<file path="src/rtl/pipe_hazard_ctrl.sv">
// Hazard and forwarding controller: tracks in-flight destination tags from EX to WB and
// drives the decode stall and operand forwarding selects. Define PIPE_HAZARD_FORWARDING_EN to enable forwarding.
module pipe_hazard_ctrl #(
  parameter int REG_INDEX_BIT_WIDTH = 4,
  parameter int PIPE_DEPTH          = 3,
  parameter int LOAD_FWD_STAGE      = 2,
  parameter int HARDWIRED_ZERO      = 0,
  localparam int FSEL_W             = $clog2(PIPE_DEPTH + 1)
) (
  input  logic                           clk,
  input  logic                           reset,
  input  logic                           dec_valid,
  input  logic [REG_INDEX_BIT_WIDTH-1:0] dec_src1,
  input  logic [REG_INDEX_BIT_WIDTH-1:0] dec_src2,
  input  logic                           dec_use_src1,
  input  logic                           dec_use_src2,
  input  logic                           dec_wr_reg,
  input  logic [REG_INDEX_BIT_WIDTH-1:0] dec_dest,
  input  logic                           dec_is_load,
  input  logic                           flush,
  output logic                           stall,
  output logic [FSEL_W-1:0]              fwd_sel1,
  output logic [FSEL_W-1:0]              fwd_sel2,
  output logic [PIPE_DEPTH-1:0]          tag_valid,
  output logic [31:0]                    stall_cnt
);

  // Bit/element k-1 of each vector describes back-end stage k (stage 1 = EX).
  logic [PIPE_DEPTH-1:0]                          vld_p;
  logic [PIPE_DEPTH-1:0][REG_INDEX_BIT_WIDTH-1:0] dest_p;
  logic [PIPE_DEPTH-1:0]                          load_p;

  logic [FSEL_W-1:0] sel1, sel2;
  logic              raw_stall;
  logic              ent_vld;

  function automatic logic is_zero_reg(input logic [REG_INDEX_BIT_WIDTH-1:0] idx);
    return (HARDWIRED_ZERO != 0) && (idx == '0);
  endfunction

  // Youngest producer wins: scan from oldest to youngest so the lowest stage overwrites.
  function automatic logic [FSEL_W-1:0] find_producer(
    input logic                                          use_src,
    input logic [REG_INDEX_BIT_WIDTH-1:0]                src,
    input logic [PIPE_DEPTH-1:0]                         vld,
    input logic [PIPE_DEPTH-1:0][REG_INDEX_BIT_WIDTH-1:0] dest
  );
    logic [FSEL_W-1:0] sel;
    sel = '0;
    for (int k = PIPE_DEPTH; k >= 1; k--) begin
      if (use_src && vld[k-1] && (dest[k-1] == src) && !is_zero_reg(src))
        sel = FSEL_W'(k);
    end
    return sel;
  endfunction

`ifdef PIPE_HAZARD_FORWARDING_EN
  function automatic logic load_too_young(
    input logic [FSEL_W-1:0]     sel,
    input logic [PIPE_DEPTH-1:0] load
  );
    logic hit;
    hit = 1'b0;
    for (int k = 1; k <= PIPE_DEPTH; k++) begin
      if ((sel == FSEL_W'(k)) && load[k-1] && (k < LOAD_FWD_STAGE))
        hit = 1'b1;
    end
    return hit;
  endfunction
`endif

  always_comb begin
    sel1 = find_producer(dec_valid && dec_use_src1, dec_src1, vld_p, dest_p);
    sel2 = find_producer(dec_valid && dec_use_src2, dec_src2, vld_p, dest_p);
`ifdef PIPE_HAZARD_FORWARDING_EN
    raw_stall = load_too_young(sel1, load_p) || load_too_young(sel2, load_p);
`else
    raw_stall = (sel1 != '0) || (sel2 != '0);
`endif
    // A redirect kills the decode slot, so there is nothing left to hold.
    stall = raw_stall && !flush;
`ifdef PIPE_HAZARD_FORWARDING_EN
    fwd_sel1 = stall ? '0 : sel1;
    fwd_sel2 = stall ? '0 : sel2;
`else
    fwd_sel1 = '0;
    fwd_sel2 = '0;
`endif
    ent_vld = dec_valid && dec_wr_reg && !flush && !stall && !is_zero_reg(dec_dest);
  end

`ifndef PIPE_HAZARD_FORWARDING_EN
  logic unused_load;
  assign unused_load = ^load_p;
`endif

  assign tag_valid = vld_p;

  // Tag pipe stage boundary: decode -> EX -> ... -> WB, advancing every clock.
  always_ff @(posedge clk) begin
    if (!reset) begin
      vld_p     <= '0;
      stall_cnt <= '0;
    end else begin
      vld_p <= {vld_p[PIPE_DEPTH-2:0], ent_vld};
      if (stall && (stall_cnt != 32'hFFFF_FFFF))
        stall_cnt <= stall_cnt + 32'd1;
    end
  end

  always_ff @(posedge clk) begin
    dest_p <= {dest_p[PIPE_DEPTH-2:0], dec_dest};
    load_p <= {load_p[PIPE_DEPTH-2:0], dec_is_load};
  end

endmodule

</file>
<file path="config.mk">
export PLATFORM = sky130hd
export DESIGN_NAME = pipe_hazard_ctrl
export DESIGN_NICKNAME = d
export VERILOG_FILES = /design/src/rtl/pipe_hazard_ctrl.sv
export SDC_FILE = /design/constraint.sdc
export NUM_CORES = 1
export LEC_CHECK = 0
export ABC_AREA = 1
export CORE_MARGIN = 2
export CORE_UTILIZATION = 40
export CTS_CLUSTER_DIAMETER = 100
export CTS_CLUSTER_SIZE = 30
export DETAILED_ROUTE_END_ITERATION = 6
export PLACE_DENSITY = 0.64
export SLEW_MARGIN = 20
export SYNTH_ARGS = -nofsm -noshare
export SYNTH_HDL_FRONTEND = slang
export SYNTH_SLANG_ARGS = --single-unit
</file>
<file path="constraint.sdc">
create_clock -name clk -period 2.5 [get_ports clk]
set_clock_uncertainty 0.2 [all_clocks]
set_input_delay 0.5 -clock clk [delete_from_list [all_inputs] [get_ports clk]]
set_output_delay 0.5 -clock clk [all_outputs]
set_load 0.01 [all_outputs]
</file>
After elaboration in Yosys (flattened, before gate mapping)
Cells that the tools add are included.
{"block": "op_classes", "addsub": 1, "n_eq_ne": 7, "mux": 6, "reduce_logical": 24}
{"cell": "adder 32 x 1 -> 32 bit (second input constant)", "n": 1}
{"cell": "!= test 32 bit (second input constant)", "n": 1}
{"cell": "== test 4 bit", "n": 6}
{"cell": "logical AND 1 bit", "n": 19}
{"cell": "two-way mux 2 bit", "n": 6}
{"cell": "nonzero test 2 bit", "n": 2}
{"cell": "logical NOT 1 bit", "n": 2}
{"cell": "logical OR 1 bit", "n": 1}
{"block": "word_totals", "reg_bits": 47, "out_inout_bits": 40}

Longest topological paths before layout
{"block": "depth", "depth_word": 11, "ltp_mapped": 12, "mapped_depth_nobuf": 12}

Worst setup path before layout
OpenSTA, ideal clock, no wires.
{"block": "synth_path", "path_kind": "reg-to-reg", "startpoint": "register stall_cnt[0]", "endpoint": "register stall_cnt[21]", "arrival_time_ns": 1.681, "t_required_ns": 2.161, "path_slack_ns": 0.480, "stages_incl_launch_ff": 12, "period_less_slack_ns": 2.020, "path_cell_list": "dfxtp_1 -> ha_1 -> inv_2 -> nor2_4 -> nand2_2 -> inv_2 -> nand2_1 -> nor2_2 -> nand3_2 -> clkbuf_1 -> nand4_1 -> a21oi_2"}
{"block": "synth_via", "elab_chain_len": 2, "elab_cells_between_ends": 3, "classes_between": "add/sub (1); eq/ne (1); reduce/logical (1)"}
{"element": "from (decl)", "line_no": "25", "text": "output logic [31:0] stall_cnt"}
{"element": "from (signal assigned)", "line_no": "107", "text": "stall_cnt <= stall_cnt + 32'd1;"}
{"element": "parallel branches: the longest is 2 deep, another holds adder 32 x 1 -> 32 bit"}
Parallel ways; which one is timed is not known.
A chain may end at the register's enable or synchronous reset.

Worst setup path in the final report
{"block": "layout_path", "startpoint": "input dec_use_src1", "endpoint": "output stall"}
{"block": "layout_via", "elab_chain_len": 9, "elab_cells_between_ends": 13, "classes_between": "mux (3); reduce/logical (10)"}
{"element": "from (decl)", "line_no": "15", "text": "input logic dec_use_src1,"}
{"element": "logical AND 1 bit (*)", "line_no": "73", "text": "sel1 = find_producer(dec_valid && dec_use_src1, dec_src1, vld_p, dest_p);"}
{"element": "logical AND 1 bit (2 in a row)", "line_no": "51", "text": "if (use_src && vld[k-1] && (dest[k-1] == src) && !is_zero_reg(src))"}
{"element": "two-way mux 2 bit (2 in a row)", "line_no": "51"}
{"element": "two-way mux 2 bit (*)", "line_no": "51"}
{"element": "nonzero test 2 bit (*)", "line_no": "78", "text": "raw_stall = (sel1 != '0) || (sel2 != '0);"}
{"element": "logical OR 1 bit (*)", "line_no": "78"}
{"element": "logical AND 1 bit (*)", "line_no": "81", "text": "stall = raw_stall && !flush;"}
{"element": "to (decl)", "line_no": "21", "text": "output logic stall,"}
Every way passes the cells marked *; elsewhere a longest branch is shown, timed or not.

==> key figures <==
Layout
  – Diode count: 0
  – Final instance area: 3770 sq um
  – Layout Utilization: 52.3%
  – Fin nets: 554
  – Synth-to-layout area growth: 26.9%
  – Layout cell share with drive strength beyond 1: 10.5%

Worst setup path
  – CP max stage cell: clkdlybuf4s50_1
  – Critical Path RT: 1.80 ns
  – Critical path capture point type: output port
  – Worst path most repeated cell: a21oi_2
  – CP Max Fanout: 3
  – CP peak stage delay: 0.50 ns
  – Critical path class: primary input to output port
  – CP Cell Sequence: clkdlybuf4s50_1, nand3_1, a21oi_2, nand4_1, nand2_1, inv_1, a21oi_2, buf_2
  – CP Data Arrival Time: 1.71 ns
  – CP Launch Type: primary input

Die
  – Die area: 8140 sq um
  – Io pins: 60
  – Die Wd: 90.2 microns
  – Initial Utilization: 41.2%
  – Chip Height: 90.2 microns
  – Core area: 7210 sq um
  – FP Rows: 31

Detailed routing
  – Via count: 3144
  – Routed vias/inst: 4.97
  – Drt drc: 0
  – Post-Route WL: 8.28 mm
  – Detailed Route Iter0 Violations: 121
  – Routed len/inst: 13.1 microns
  – DR pass1 iterations: 4
  – Routed Antenna Nets: 0

CTS
  – H-tree Lvls: 2
  – Clk sinks: 47
  – CTS tree: done
  – CTS Hold Buffers Added: 0
  – Root Buffer: clkbuf_8
  – Clock buffer depth: 2
  – # Post-CTS Setup Buffers: 0
  – Clk_lat worst skew: 0.30 ns
  – Clk slew on worst S/H paths: 0.08 ns
  – CTS Buf Count: 5

Global routing
  – Vias in the first global route: 3021
  – Gr usage total: 20.9%
  – First-pass GRT wire length: 14.1 mm
  – Initial antenna violation count: 0
  – Largest net degree at the start of global routing: 35
  – GRT overflow: 0

Synthesis
  – Synth top area cells: dfxtp_1 32%, nand2_1 23%, nor2_1 8.0%, nand4_1 6.5%, a21oi_2 4.4%
  – Post-synth ARST share: 0%
  – Yosys top cell by area: dfxtp_1
  – Yosys warning total: 0
  – Post-synth top area share: 31.6%
  – Distinct cell type count after synthesis: 25
  – Synth Instances: 470
  – #FFs+latches synth: 47
  – Synthesized area per cell: 6.33 sq um
  – Commonest cells post-synth: 180 x nand2_1, 63 x nor2_1, 47 x dfxtp_1
  – Main synth FF type: dfxtp_1
  – Post-synthesis sequential area ratio: 31.6%
  – Most frequent cell after synthesis: nand2_1
  – Cell area after synthesis: 2970 sq um
  – Number of flops mapped to enable cells by yosys: 0

Min path
  – HP Class: register to register

Place
  – Gp weighted congestion: 0.927
  – Buffers on Ports: 54
  – Pre-CTS WS: -0.482 ns
  – Dpl hpwl: 6.38 mm
  – Placed cell areas: 3680 sq um

Power
  – Leakage: 1.45 nW
  – PwrDens: 355 nW/um^2
  – Maximum VDD drop: 0.000183 V
  – Total power: 1.34 mW

Timing
  – FMAX: 0.416 GHz
  – Max Slew Vio Count: 0
  – RSZ-0062 raised after global routing: no
  – Tcrit/Tclk final: 96.3%
  – Final Hold Viols: 0
  – Final setup vio count: 0
  – Setup TNS: 0 ns
  – Final WS setup: 0.0936 ns
  – Tmin final: 2.41 ns

Outcome
  – Status: complete, no violations

Job
  – Max_cap viols: 0
stage by stage:
stage / instances / hold slack (ns)
floorplan: 473 / 0.164
global placement: 625 / 0.173
detailed placement: 625 / 0.174
CTS: 632 / 0.186
global route: 632 / 0.193
finish: 632 / 0.184
report_power, final:
group	leakage, nW	total, mW	switching [mW]	internal [mW]
Combinational	1.02	0.112	0.0640	0.0480
Clock	0.0470	0.457	0.239	0.217
Sequential	0.383	0.770	0.0105	0.759
area by class of cell:
type | count | area (sq um)
Inverter | 32 | 120
Tap cell | 99 | 124
Sequential cell | 47 | 941
Clock buffer | 6 | 82.6
Multi-Input combinational cell | 375 | 1820
Timing Repair Buffer | 72 | 679
Clock inverter | 1 | 5.00
Fill cell | 775 | 3440
logic make-up (layout without fill, tap and decap cells):
group	after synthesis	count (layout)	share of synthesized area (%)
other cells	1	4	0.126
fa+ha+maj	1	1	0.421
compound gates	37	37	8.12
xor+xnor	23	23	6.78
simple gates	310	310	45.0
buf+inv	51	111	7.87
flops	47	47	31.6
worst max-delay path: cells and delay by family:
kind | cells | cell delay (ns)
AND/OR/NAND/NOR | 3 | 0.24
buffers and inverters | 3 | 0.69
AO/OA/AOI/OAI | 2 | 0.27
layout by cell type, fill, tap and decap left out:
cell type	instances
conb_1	4
a21oi_1	16
buf_2	1
ha_1	1
nor2_1	63
nand2_1	180
nor2_4	1
clkdlybuf4s50_1	44
buf_4	17
nor2_2	2
dlymetal6s2s_1	2
xnor2_1	12
inv_1	26
a21oi_2	18
nand2_2	1
nand3_1	15
o21ai_0	3
inv_2	6
dlygate4sd2_1	7
nand4_1	31
clkbuf_8	6
nand3_2	2
nor3_1	2
buf_12	1
nand3b_1	13
xor2_1	11
clkinv_2	1
dfxtp_1	47
what timing repair did:
item,CTS,global route
gates resized for setup,12,4
pin swaps,1,2
endpoints found under the setup margin,1,1
registers in the layout, summed over array words and instances, names as in the netlist:
register	cells
stall_cnt	32
dest_p	12
tag_valid	3
metal layers:
| metal | global-route usage [%] | up-vias | wire (microns) |
|---|---|---|---|
| li1 | - | 1624 | - |
| met1 | 28.8 | 1442 | 4120 |
| met2 | 34.3 | 70 | 3680 |
| met3 | 3.86 | 8 | 376 |
| met4 | 4.23 | 0 | 93 |
| met5 | 0 | - | 0 |
worst paths after layout:
path / from / end / slack (ns) / depth (start not counted)
hold reg to reg: dest_p[1]$_DFF_P_ / dest_p[5]$_DFF_P_ / 0.18 / 0
hold / removal: dest_p[1]$_DFF_P_ / dest_p[5]$_DFF_P_ / 0.18 / 0
setup / recovery: dec_use_src1 / stall / 0.09 / 8
setup reg to reg: stall_cnt[1]$_SDFFE_PN0P_ / stall_cnt[1]$_SDFFE_PN0P_ / 0.28 / 13
Power figures use the tool's default switching activity.
